`config.mk`:
```
export PLATFORM = sky130hd
export DESIGN_NAME = mem_arbiter
export DESIGN_NICKNAME = d
export VERILOG_FILES = /design/src/rtl/mem_arbiter_pkg.sv /design/src/rtl/mem_arbiter_watchdog.sv /design/src/rtl/mem_arbiter.sv
export SDC_FILE = /design/constraint.sdc
export NUM_CORES = 1
export LEC_CHECK = 0
export BUFFER_PORTS_ARGS = -buffer_cell sky130_fd_sc_hd__buf_2
export CAP_MARGIN = 40
export CORE_AREA = 2 2 116 118
export DETAILED_ROUTE_END_ITERATION = 8
export DIE_AREA = 0 0 118 120
export SETUP_SLACK_MARGIN = 0.2
export SLEW_MARGIN = 25
export SYNTH_ARGS = -nofsm -noshare
export SYNTH_HDL_FRONTEND = slang
export SYNTH_SLANG_ARGS = --single-unit
```
`constraint.sdc`:
```
create_clock -name clk -period 3.19 [get_ports clk]
set_input_delay 0.7975 -clock clk [delete_from_list [all_inputs] [get_ports clk]]
set_output_delay 0.7975 -clock clk [all_outputs]
set_load 0.01 [all_outputs]
```
`src/rtl/mem_arbiter_pkg.sv`:
```
// mem_arbiter_pkg: shared types for the memory request arbiter.
//   state_t   : arbiter FSM states (IDLE, GNT_I, GNT_D)
//   GRANT_*   : encodings driven on the arbiter's grant output
//   grant_of  : maps an FSM state onto its grant encoding
package mem_arbiter_pkg;

  typedef enum logic [1:0] {
    IDLE  = 2'd0,
    GNT_I = 2'd1,
    GNT_D = 2'd2
  } state_t;

  localparam logic [1:0] GRANT_NONE = 2'b00;
  localparam logic [1:0] GRANT_I    = 2'b01;
  localparam logic [1:0] GRANT_D    = 2'b10;

  function automatic logic [1:0] grant_of(input state_t s);
    logic [1:0] g;
    g = GRANT_NONE;
    case (s)
      GNT_I:   g = GRANT_I;
      GNT_D:   g = GRANT_D;
      default: g = GRANT_NONE;
    endcase
    return g;
  endfunction

endpackage

```
`src/rtl/mem_arbiter_watchdog.sv`:
```
// mem_arb_watchdog: hang-detection counter for a memory grant.
//   clk, rst  : clock, synchronous active-high reset
//   clear     : zero the count (held while no grant is active)
//   enable    : count one cycle spent waiting for memory
//   expired   : count has reached TIMEOUT_CYC (never set when TIMEOUT_CYC = 0)
// The count saturates at its all-ones value instead of wrapping.
module mem_arb_watchdog #(
  parameter int unsigned TIMEOUT_CYC = 255
) (
  input  logic clk,
  input  logic rst,
  input  logic clear,
  input  logic enable,
  output logic expired
);

  localparam int unsigned CNT_W = (TIMEOUT_CYC > 0) ? $clog2(TIMEOUT_CYC + 1) : 1;
  localparam logic [CNT_W-1:0] CNT_MAX = '1;
  localparam logic [CNT_W-1:0] LIMIT   = CNT_W'(TIMEOUT_CYC);

  logic [CNT_W-1:0] cnt_q, cnt_d;

  always_comb begin
    cnt_d = cnt_q;
    if (clear) begin
      cnt_d = '0;
    end else if (enable && (cnt_q != CNT_MAX)) begin
      cnt_d = cnt_q + 1'b1;
    end
  end

  always_ff @(posedge clk) begin
    if (rst) begin
      cnt_q <= '0;
    end else begin
      cnt_q <= cnt_d;
    end
  end

  assign expired = (TIMEOUT_CYC != 0) && (cnt_q == LIMIT);

endmodule

```
`src/rtl/mem_arbiter.sv`:
```
// mem_arbiter: shares one memory request port between the I-cache and the
// D-cache. All three ports use a valid/ready handshake: the master holds
// valid/addr/wr/wdata until a one-cycle ready pulse; read data is valid in
// the ready cycle.
//   clk, rst                   : clock, synchronous active-high reset
//   i_req_* / i_wr_data        : I-cache request;   i_rd_data, i_req_ready, i_err back
//   d_req_* / d_wr_data        : D-cache request;   d_rd_data, d_req_ready, d_err back
//   mem_req_* / mem_wr_data    : request to memory; mem_req_data, mem_req_ready back
//   grant                      : 01 = I owns memory, 10 = D owns memory, 00 = none
// Build option: define MEM_ARB_RR_EN for round-robin on simultaneous requests;
// otherwise D has fixed priority over I.
// Only the FSM state (plus the watchdog count and optional rr pointer) is
// registered; all outputs are a combinational mux keyed on the state.
module mem_arbiter
  import mem_arbiter_pkg::*;
#(
  parameter int unsigned ADDR_W      = 32,
  parameter int unsigned DATA_W      = 32,
  parameter int unsigned TIMEOUT_CYC = 255
) (
  input  logic              clk,
  input  logic              rst,
  input  logic [ADDR_W-1:0] i_req_addr,
  input  logic              i_req_valid,
  input  logic              i_req_wr,
  input  logic [DATA_W-1:0] i_wr_data,
  output logic [DATA_W-1:0] i_rd_data,
  output logic              i_req_ready,
  output logic              i_err,
  input  logic [ADDR_W-1:0] d_req_addr,
  input  logic              d_req_valid,
  input  logic              d_req_wr,
  input  logic [DATA_W-1:0] d_wr_data,
  output logic [DATA_W-1:0] d_rd_data,
  output logic              d_req_ready,
  output logic              d_err,
  output logic [ADDR_W-1:0] mem_req_addr,
  output logic [DATA_W-1:0] mem_wr_data,
  output logic              mem_req_valid,
  output logic              mem_req_wr,
  input  logic [DATA_W-1:0] mem_req_data,
  input  logic              mem_req_ready,
  output logic [1:0]        grant
);

  state_t state_q, state_d;

  logic in_gnt;
  logic sel_d;
  logic sel_valid;
  logic done;
  logic tout;
  logic wd_expired;
  logic pick_d;

  assign in_gnt = (state_q != IDLE);
  assign sel_d  = (state_q == GNT_D);

  // Valid of the current owner; 0 in IDLE so nothing completes or times out.
  assign sel_valid = in_gnt && (sel_d ? d_req_valid : i_req_valid);

  // Ready in the expiry cycle takes precedence over the timeout.
  assign done = sel_valid && mem_req_ready;
  assign tout = sel_valid && !mem_req_ready && wd_expired;

  mem_arb_watchdog #(
    .TIMEOUT_CYC (TIMEOUT_CYC)
  ) u_watchdog (
    .clk     (clk),
    .rst     (rst),
    .clear   (!in_gnt),
    .enable  (in_gnt && !mem_req_ready),
    .expired (wd_expired)
  );

`ifdef MEM_ARB_RR_EN
  // last_i_q: the most recent completed transaction belonged to I.
  // Timeouts and withdrawals leave it unchanged.
  logic last_i_q, last_i_d;

  always_comb begin
    last_i_d = last_i_q;
    if (done) begin
      last_i_d = !sel_d;
    end
  end

  always_ff @(posedge clk) begin
    if (rst) begin
      last_i_q <= 1'b1;
    end else begin
      last_i_q <= last_i_d;
    end
  end

  assign pick_d = last_i_q;
`else
  assign pick_d = 1'b1;
`endif

  always_comb begin
    state_d = state_q;
    case (state_q)
      IDLE: begin
        if (d_req_valid && i_req_valid) begin
          state_d = pick_d ? GNT_D : GNT_I;
        end else if (d_req_valid) begin
          state_d = GNT_D;
        end else if (i_req_valid) begin
          state_d = GNT_I;
        end
      end
      GNT_I, GNT_D: begin
        // Completion, timeout and withdrawal all return through IDLE, so the
        // grant never moves to the other master mid-transaction.
        if (!sel_valid || done || tout) begin
          state_d = IDLE;
        end
      end
      default: state_d = IDLE;
    endcase
  end

  always_ff @(posedge clk) begin
    if (rst) begin
      state_q <= IDLE;
    end else begin
      state_q <= state_d;
    end
  end

  always_comb begin
    mem_req_addr  = '0;
    mem_wr_data   = '0;
    mem_req_valid = 1'b0;
    mem_req_wr    = 1'b0;
    i_rd_data     = '0;
    i_req_ready   = 1'b0;
    i_err         = 1'b0;
    d_rd_data     = '0;
    d_req_ready   = 1'b0;
    d_err         = 1'b0;
    case (state_q)
      GNT_I: begin
        mem_req_addr  = i_req_addr;
        mem_wr_data   = i_wr_data;
        mem_req_wr    = i_req_wr;
        mem_req_valid = i_req_valid && !wd_expired;
        i_rd_data     = mem_req_data;
        i_req_ready   = done;
        i_err         = tout;
      end
      GNT_D: begin
        mem_req_addr  = d_req_addr;
        mem_wr_data   = d_wr_data;
        mem_req_wr    = d_req_wr;
        mem_req_valid = d_req_valid && !wd_expired;
        d_rd_data     = mem_req_data;
        d_req_ready   = done;
        d_err         = tout;
      end
      default: ;
    endcase
  end

  assign grant = grant_of(state_q);

endmodule

```
After elaboration in Yosys (flattened, before gate mapping)
Cells that the tools add are included.
{"block": "totals", "output_inout_bits": 136, "reg_bits": 10, "input_bits": 167}
{"block": "classes", "n_addsub": 1, "n_eq_ne": 6, "bitwise": 1, "muxes": 17, "n_reduce_logical": 19}
{"operator": "one-hot mux 32 bit (2 select lines)", "n": 2}
{"operator": "2-to-1 mux 32 bit", "n": 2}
{"operator": "logical AND 1 bit", "n": 9}
{"operator": "adder 8 x 1 -> 8 bit, second input constant", "n": 1}
{"operator": "== test 8 bit, second input constant", "n": 1}
{"operator": "2-to-1 mux 2 bit", "n": 4}
{"operator": "!= test 8 bit, second input constant", "n": 1}
{"operator": "one-hot mux 2 bit (2 select lines)", "n": 2}
{"operator": "2-to-1 mux 1 bit", "n": 5}
{"operator": "!= test 4 bit, second input constant", "n": 1}
{"operator": "one-hot mux 1 bit (2 select lines)", "n": 2}
{"operator": "OR reduction 2 bit", "n": 2}
{"operator": "logical NOT 1 bit", "n": 3}
{"operator": "== test 2 x 1 -> 1 bit, second input constant", "n": 1}
{"operator": "== test 2 bit, second input constant", "n": 1}
{"operator": "logical NOT 2 bit", "n": 1}
{"operator": "logical OR 1 bit", "n": 2}
{"operator": "!= test 2 bit, second input constant", "n": 1}
{"operator": "AND reduction 2 bit", "n": 1}
{"operator": "nonzero test 2 bit", "n": 1}
{"operator": "inverter 1 bit", "n": 1}

Depth between registers and ports, before layout
Gate-level depths: netlist of the first run.
{"block": "logic_depth", "depth_word": 8, "depth_mapped": 7}

By module
A second synthesis of the first run with hierarchy kept.
{"block": "hier_totals", "hier_cells": 296, "area_unflattened_um2": 2062.0}
{"mod": "mem_arbiter", "area_per_inst_um2": 1636.6, "n_inst": 1, "cells_per_inst": 251}
{"mod": "mem_arb_watchdog", "area_per_inst_um2": 425.4, "n_inst": 1, "cells_per_inst": 45}

Least setup slack after synthesis of the first run
Ideal clock, no wire load.
{"block": "synth_timing", "path_kind": "reg2out", "start": "reg state_q[0]", "end": "out d_err", "stages_incl_launch_ff": 7, "setup_slack_ps": 833, "n_path_buf": 2, "t_arrival_ps": 1559, "required_ps": 2393, "cell_sequence": "dfxtp_1 inv_1 ha_1 buf_4 clkbuf_1 nand2_1 nor4_1"}
{"block": "synth_via", "elab_chain_len": 6}
{"item": "start: declaration", "line_no": "mem_arbiter.sv:46", "source": "state_t state_q, state_d;"}
{"item": "start signal: assignment", "line_no": "mem_arbiter.sv:128", "source": "state_q <= state_d;"}
{"item": "== test 2 bit", "line_no": "mem_arbiter.sv:57, mem_arbiter.sv:143"}
{"item": "2-to-1 mux 1 bit", "line_no": "mem_arbiter.sv:60", "source": "assign sel_valid = in_gnt && (sel_d ? d_req_valid : i_req_valid);"}
{"item": "logical AND 1 bit", "line_no": "mem_arbiter.sv:60"}
{"item": "logical AND 1 bit (2 in a row)", "line_no": "mem_arbiter.sv:64", "source": "assign tout = sel_valid && !mem_req_ready && wd_expired;"}
{"item": "2-to-1 mux 1 bit *", "line_no": "mem_arbiter.sv:143", "source": "case (state_q)"}
{"item": "end: declaration", "line_no": "mem_arbiter.sv:36", "source": "output logic d_err,"}
Mark *: on every way between the ends. The rest lies on a longest branch, timed or not.

Worst setup path after layout of the first run
{"block": "layout_timing", "start": "reg state_q[0]", "end": "out mem_wr_data[7]"}
{"block": "layout_via", "elab_chain_len": 2}
{"item": "== test 2 bit or == test 2 x 1 -> 1 bit (tied branches)", "line_no": "mem_arbiter.sv:143"}
{"item": "one-hot mux 32 bit (2 select lines) *", "line_no": "mem_arbiter.sv:143"}
{"item": "end: declaration", "line_no": "mem_arbiter.sv:38", "source": "output logic [DATA_W-1:0] mem_wr_data,"}
Marks and branches as above.

==> results of run 1 <==
==> state kept, by name (all words and copies together) (netlist names) <==
name,flops
state_q,2
u_watchdog.cnt_q,8
==> layout make-up <==
class | count | area, µm² | area share, %
inverter | 4 | 15.0 | 0.398
sequential | 10 | 200 | 5.31
clock buffer | 4 | 88.8 | 2.36
tap | 176 | 220 | 5.84
timing repair buffer | 306 | 1570 | 41.6
multi-input combinational | 248 | 1680 | 44.5
==> kinds of logic after synthesis <==
| kind of cell | count (synthesis) | share of synthesized area, % |
|---|---|---|
| AOI/OAI and AO/OA | 79 | 29.2 |
| xor gates and xnor gates | 3 | 1.31 |
| adders and majority gates | 5 | 3.12 |
| buffers and inverters | 35 | 6.85 |
| DFF | 10 | 9.97 |
| muxes | 1 | 0.747 |
| and+or+nand+nor | 160 | 48.8 |
==> routing by layer <==
metal | routed length, µm | track usage [%] | vias up
li1 | - | - | 1583
met1 | 3800 | 14.8 | 1381
met2 | 4570 | 20.8 | 148
met3 | 683 | 1.81 | 6
met4 | 72 | 2.79 | 0
met5 | 0 | 0 | -
==> per-stage QoR <==
stage               total power, µW  hold WS, ns  utilization [%]  instance area (µm²)
global placement                580        0.468             28.3                 3680
finish                          823        0.474             29.0                 3770
detailed placement              580        0.466             28.3                 3680
CTS                             833        0.474             29.0                 3770
floorplan                       368        0.449                -                 2010
global route                    886        0.534             29.0                 3770
==> cell usage after synthesis <==
library cell,count
a211oi_1,2
inv_1,4
a22oi_1,65
nor3_1,2
o21ai_0,2
nor2_1,6
dfxtp_1,10
ha_1,5
mux2_4,1
nand4_1,2
nand2b_1,2
o21bai_1,1
xor2_1,3
clkbuf_1,28
and4bb_2,1
o21ai_1,1
a31oi_1,3
and3_1,1
nor3b_2,1
nand3_1,5
a21oi_1,2
nor2b_1,66
buf_2,2
a221oi_2,1
nor3b_1,1
nand2_1,4
or2_1,3
a311oi_1,1
buf_4,1
o211ai_1,1
nor4_1,2
and2_1,64
==> worst min path at each step <==
| stage | slack (ns) | endpoint | cells after the start | start |
|---|---|---|---|---|
| 2_1_floorplan | 0.45 | u_watchdog.cnt_q[1]$_SDFFE_PP0P_ | 2 | u_watchdog.cnt_q[1]$_SDFFE_PP0P_ |
| 3_3_place_gp | 0.47 | u_watchdog.cnt_q[1]$_SDFFE_PP0P_ | 2 | u_watchdog.cnt_q[1]$_SDFFE_PP0P_ |
| 3_5_place_dp | 0.47 | u_watchdog.cnt_q[1]$_SDFFE_PP0P_ | 2 | u_watchdog.cnt_q[1]$_SDFFE_PP0P_ |
| 4_1_cts | 0.47 | u_watchdog.cnt_q[1]$_SDFFE_PP0P_ | 2 | u_watchdog.cnt_q[1]$_SDFFE_PP0P_ |
| 5_1_grt | 0.53 | u_watchdog.cnt_q[1]$_SDFFE_PP0P_ | 2 | u_watchdog.cnt_q[1]$_SDFFE_PP0P_ |
| 6_report | 0.47 | u_watchdog.cnt_q[1]$_SDFFE_PP0P_ | 2 | u_watchdog.cnt_q[1]$_SDFFE_PP0P_ |
==> power breakdown <==
group	switching [µW]	internal (µW)	total, µW
Sequential	1.71	128	130
Combinational	222	223	445
Clock	60.2	189	249
==> worst max-delay path, stage by stage (launching register included) <==
cell	delay, ns
dfxtp_1	0.35
inv_1	0.09
ha_2	0.59
buf_4	0.31
nor2b_1	0.18
buf_2	0.15
==> flow_summary.toml, run 1 <==
[run]
max-cap-violations = 0

[logic_synthesis]
synth_area_leaders = "a22oi_1 (24%), nor2b_1 (21%), and2_1 (20%)"
ys_ff_latch = 10
yosys.area.top_type = "a22oi_1"
seq_area_frac_synth_pct = 9.97
synthCells = 293
syn_avg_cell_area_um2 = 6.85
ys_types = 32
synth_top_area_share_pct = 24.3
netlist_area_mm2 = 0.00201
yosys_warnings = 0
synth_nets = 465

[clock_tree]
htree_levels = 1
cts.path.max_buffers = 2
clk-insertion-delay-late_ns = 0.24
cts_tree = "built"
cts_resized = 0
cts_hold_buf = 0
cts_setup_buffers = 0
cts-buffers-inserted = 3
clockRootBuffer = "clkbuf_16"
cts.reportedPaths.clkPinSlew_ns = 0.04
clock-sinks = 10

[critical_path]
critPathCapture = "mem_wr_data[7]"
crit_start = "state_q[0]$_SDFFE_PP0P_"
cp.arrival_ns = 1.92
crit_fanout = 27
r2r_cells = 7
path_class = "reg -> out"
critPathRequiredTime_ns = 2.39
r2r_slack_ns = 1.28
reg2reg_to = "state_q[0]$_SDFFE_PP0P_"
crit-reg2reg-launch = "state_q[0]$_SDFFE_PP0P_"
cp-end-kind = "output port"
critPathLaunchType = "flop"

[timing]
slew_viol_final = 0
fin_setup_tns_ns = 0
rsz0062_at_grt = "no"
worst_slew_pin_slew_ns = 0.400
slew_headroom_pct = 73.4
fmax_ghz = 0.369
fin_crit_ns = 2.71
finClkSkew_ns = 0.00148
setup_viol = 0
finalCritPeriodShare_pct = 85.0
layout_setup_ws_ns = 0.477
hold_viol = 0

[cells_and_area]
most-common-layout-cells = "buf_2 (302), nor2b_1 (66), a22oi_1 (65)"
nets = 745
drive_above_1_share_pct = 55.4
antenna_cells = 0
final_common_cell = "buf_2"
fillers = 1422
synthToLayoutAreaGrowth_pct = 87.7
instances_no_fill = 748

[drt]
totalWireLength_mm = 9.13
via_per_inst = 4.17
wl_per_cell_um = 12.2
first_iter_violations = 165
vias = 3118
drt_pass1_iterations = 4
drc = 0
postRouteAntennaNets = 0

[pwr]
powerDensity_mw_per_mm2 = 218
irDropWorstVdd_uv = 161
p_leak_uw = 0.00199

[grt]
grt-ovfl-total = 0
grt_max_degree = 101
antenna_found_initial = 0
grt.total_usage_pct = 11.7
grt_pass1_wl_mm = 13.9
grt_pass1_vias = 2825

[floorplan]
start_util_pct = 15.5
die_area_mm2 = 0.0142
rows = 42
top_level_ports = 303
coreArea_mm2 = 0.0130
fp.dieH_um = 120
die_w_um = 118

[run_status]
status = "completed"

[place]
port_buffers = 302
gp_congestion = 0.778
dp_cells = 744
hpwl_mm = 7.13
dp_slack_ns = 0.725

[hold_path]
worst_hold_path_type = "reg -> reg"
No activity file was read; power rests on OpenSTA's default activity.
==> run 2, diff against run 1 <==
BUFFER_PORTS_ARGS = -buffer_cell sky130_fd_sc_hd__buf_4   (was -buffer_cell sky130_fd_sc_hd__buf_2)
==> flow_summary.toml, run 2 (synthesized netlist as in run 1, its figures left out) <==
[pwr]
irDropWorstVdd_uv = 141
powerDensity_mw_per_mm2 = 198
p_leak_uw = 0.00212

[floorplan]
die_w_um = 118
top_level_ports = 303
rows = 42
coreArea_mm2 = 0.0130
fp.dieH_um = 120
start_util_pct = 15.5
die_area_mm2 = 0.0142

[critical_path]
crit-reg2reg-launch = "state_q[1]$_SDFFE_PP0P_"
crit_family = "adder cells"
critPathLaunchType = "flop"
path_buf_inv = 3
path_class = "reg -> out"
r2r_cells = 5
cp-end-kind = "output port"
reg2reg_to = "state_q[0]$_SDFFE_PP0P_"
crit_chain = "inv_1, ha_1, buf_12, nor2b_1, buf_4"
crit_start = "state_q[1]$_SDFFE_PP0P_"
critPathRequiredTime_ns = 2.39
cp.arrival_ns = 2.00
max_stage_delay_ns = 0.66
r2r_slack_ns = 1.29
slowest_stage = "ha_1"
crit_fanout = 53

[run]
max-cap-violations = 0

[place]
dp_cells = 745
gp_congestion = 0.828
hpwl_mm = 8.52
port_buffers = 302
dpl_cell_area_mm2 = 0.00443

[grt]
grt-ovfl-total = 0
antenna_found_initial = 0
grt_max_degree = 55
grt_pass1_wl_mm = 15.7
grt_pass1_vias = 3096
grt.total_usage_pct = 13.3

[timing]
fin_crit_ns = 2.79
finClkSkew_ns = 0.000991
finalCritPeriodShare_pct = 87.6
hold_viol = 0
slew_headroom_pct = 61.2
worst_slew_pin_slew_ns = 0.581
setup_viol = 0
fmax_ghz = 0.358
rsz0062_at_grt = "no"
fin_setup_tns_ns = 0
slew_viol_final = 0

[cells_and_area]
final_area_mm2 = 0.00451
reg_top3 = "u_watchdog.cnt_q x8, state_q x2"
drive_above_1_share_pct = 55.2
regMostFlops = "u_watchdog.cnt_q"
largest_reg_flops = 8
most-common-layout-cells = "buf_4 (305), nor2b_1 (66), a22oi_1 (65)"
instances_no_fill = 748
synthToLayoutAreaGrowth_pct = 124
fin_util_pct = 34.7
nets = 746
antenna_cells = 0
final_common_cell = "buf_4"

[drt]
drt_pass1_iterations = 4
wl_per_cell_um = 14.1
via_per_inst = 4.36
vias = 3265
first_iter_violations = 180
totalWireLength_mm = 10.6
drc = 0
postRouteAntennaNets = 0

[clock_tree]
cts_tree = "built"
cts-buffers-inserted = 3
cts_setup_buffers = 0
cts_hold_buf = 0
clock-sinks = 10
cts_resized = 0
cts.path.max_buffers = 2
clockRootBuffer = "clkbuf_16"
htree_levels = 1
cts.reportedPaths.clkPinSlew_ns = 0.04
clk-insertion-delay-late_ns = 0.23

[hold_path]
holdCritStartpoint = "u_watchdog.cnt_q[1]$_SDFFE_PP0P_"
whs_endpoint = "u_watchdog.cnt_q[1]$_SDFFE_PP0P_"
hold_depth = 2
worst_hold_path_type = "reg -> reg"

[run_status]
status = "completed"
-- run 2: metal layers --
| metal | vias up | routed length (µm) | global-route usage, % |
|---|---|---|---|
| li1 | 1582 | - | - |
| met1 | 1518 | 4340 | 15.9 |
| met2 | 149 | 5320 | 24.4 |
| met3 | 16 | 743 | 2.76 |
| met4 | 0 | 177 | 3.24 |
| met5 | - | 0 | 0 |
-- run 2: worst max path at each step --
| stage | end | slack (ns) | cells past startpoint |
|---|---|---|---|
| 2_1_floorplan | d_err | 0.83 | 6 |
| 3_3_place_gp | mem_wr_data[4] | 0.63 | 6 |
| 3_5_place_dp | mem_wr_data[4] | 0.59 | 6 |
| 4_1_cts | mem_wr_data[4] | 0.32 | 6 |
| 5_1_grt | mem_req_addr[24] | 0.23 | 5 |
| 6_report | mem_req_addr[24] | 0.40 | 5 |
-- run 2: worst register-to-register path: stages (launching register included) --
cell      delay, ns
dfxtp_1        0.37
inv_1          0.10
ha_1           0.66
nand2_1        0.16
or2_1          0.29
a221oi_2       0.24
-- run 2: where the power goes --
part | total [µW] | leakage, µW | internal (µW) | switching (µW)
clock network | 216 | 0.0000370 | 162 | 54.2
registers | 130 | 0.0000808 | 128 | 2.12
logic | 544 | 0.00200 | 312 | 232
total | 891 | 0.00212 | 602 | 289
-- run 2: per-stage QoR --
stage | total power, µW | hold WS, ns | setup slack (ns)
after floorplan | 368 | 0.449 | 0.833
after CTS | 902 | 0.488 | 0.324
after global placement | 670 | 0.457 | 0.633
after detailed placement | 679 | 0.481 | 0.589
final | 891 | 0.481 | 0.396
after global routing | 949 | 0.513 | 0.227
-- run 2: cell type report --
cell class              instances  area (µm²)
fillers                      1373        8470
repair buffers                307        2320
multi-input cells             248        1680
well taps                     176         220
flip-flops and latches         10         200
clock buffers                   3        75.1
inverters                       4        15.0
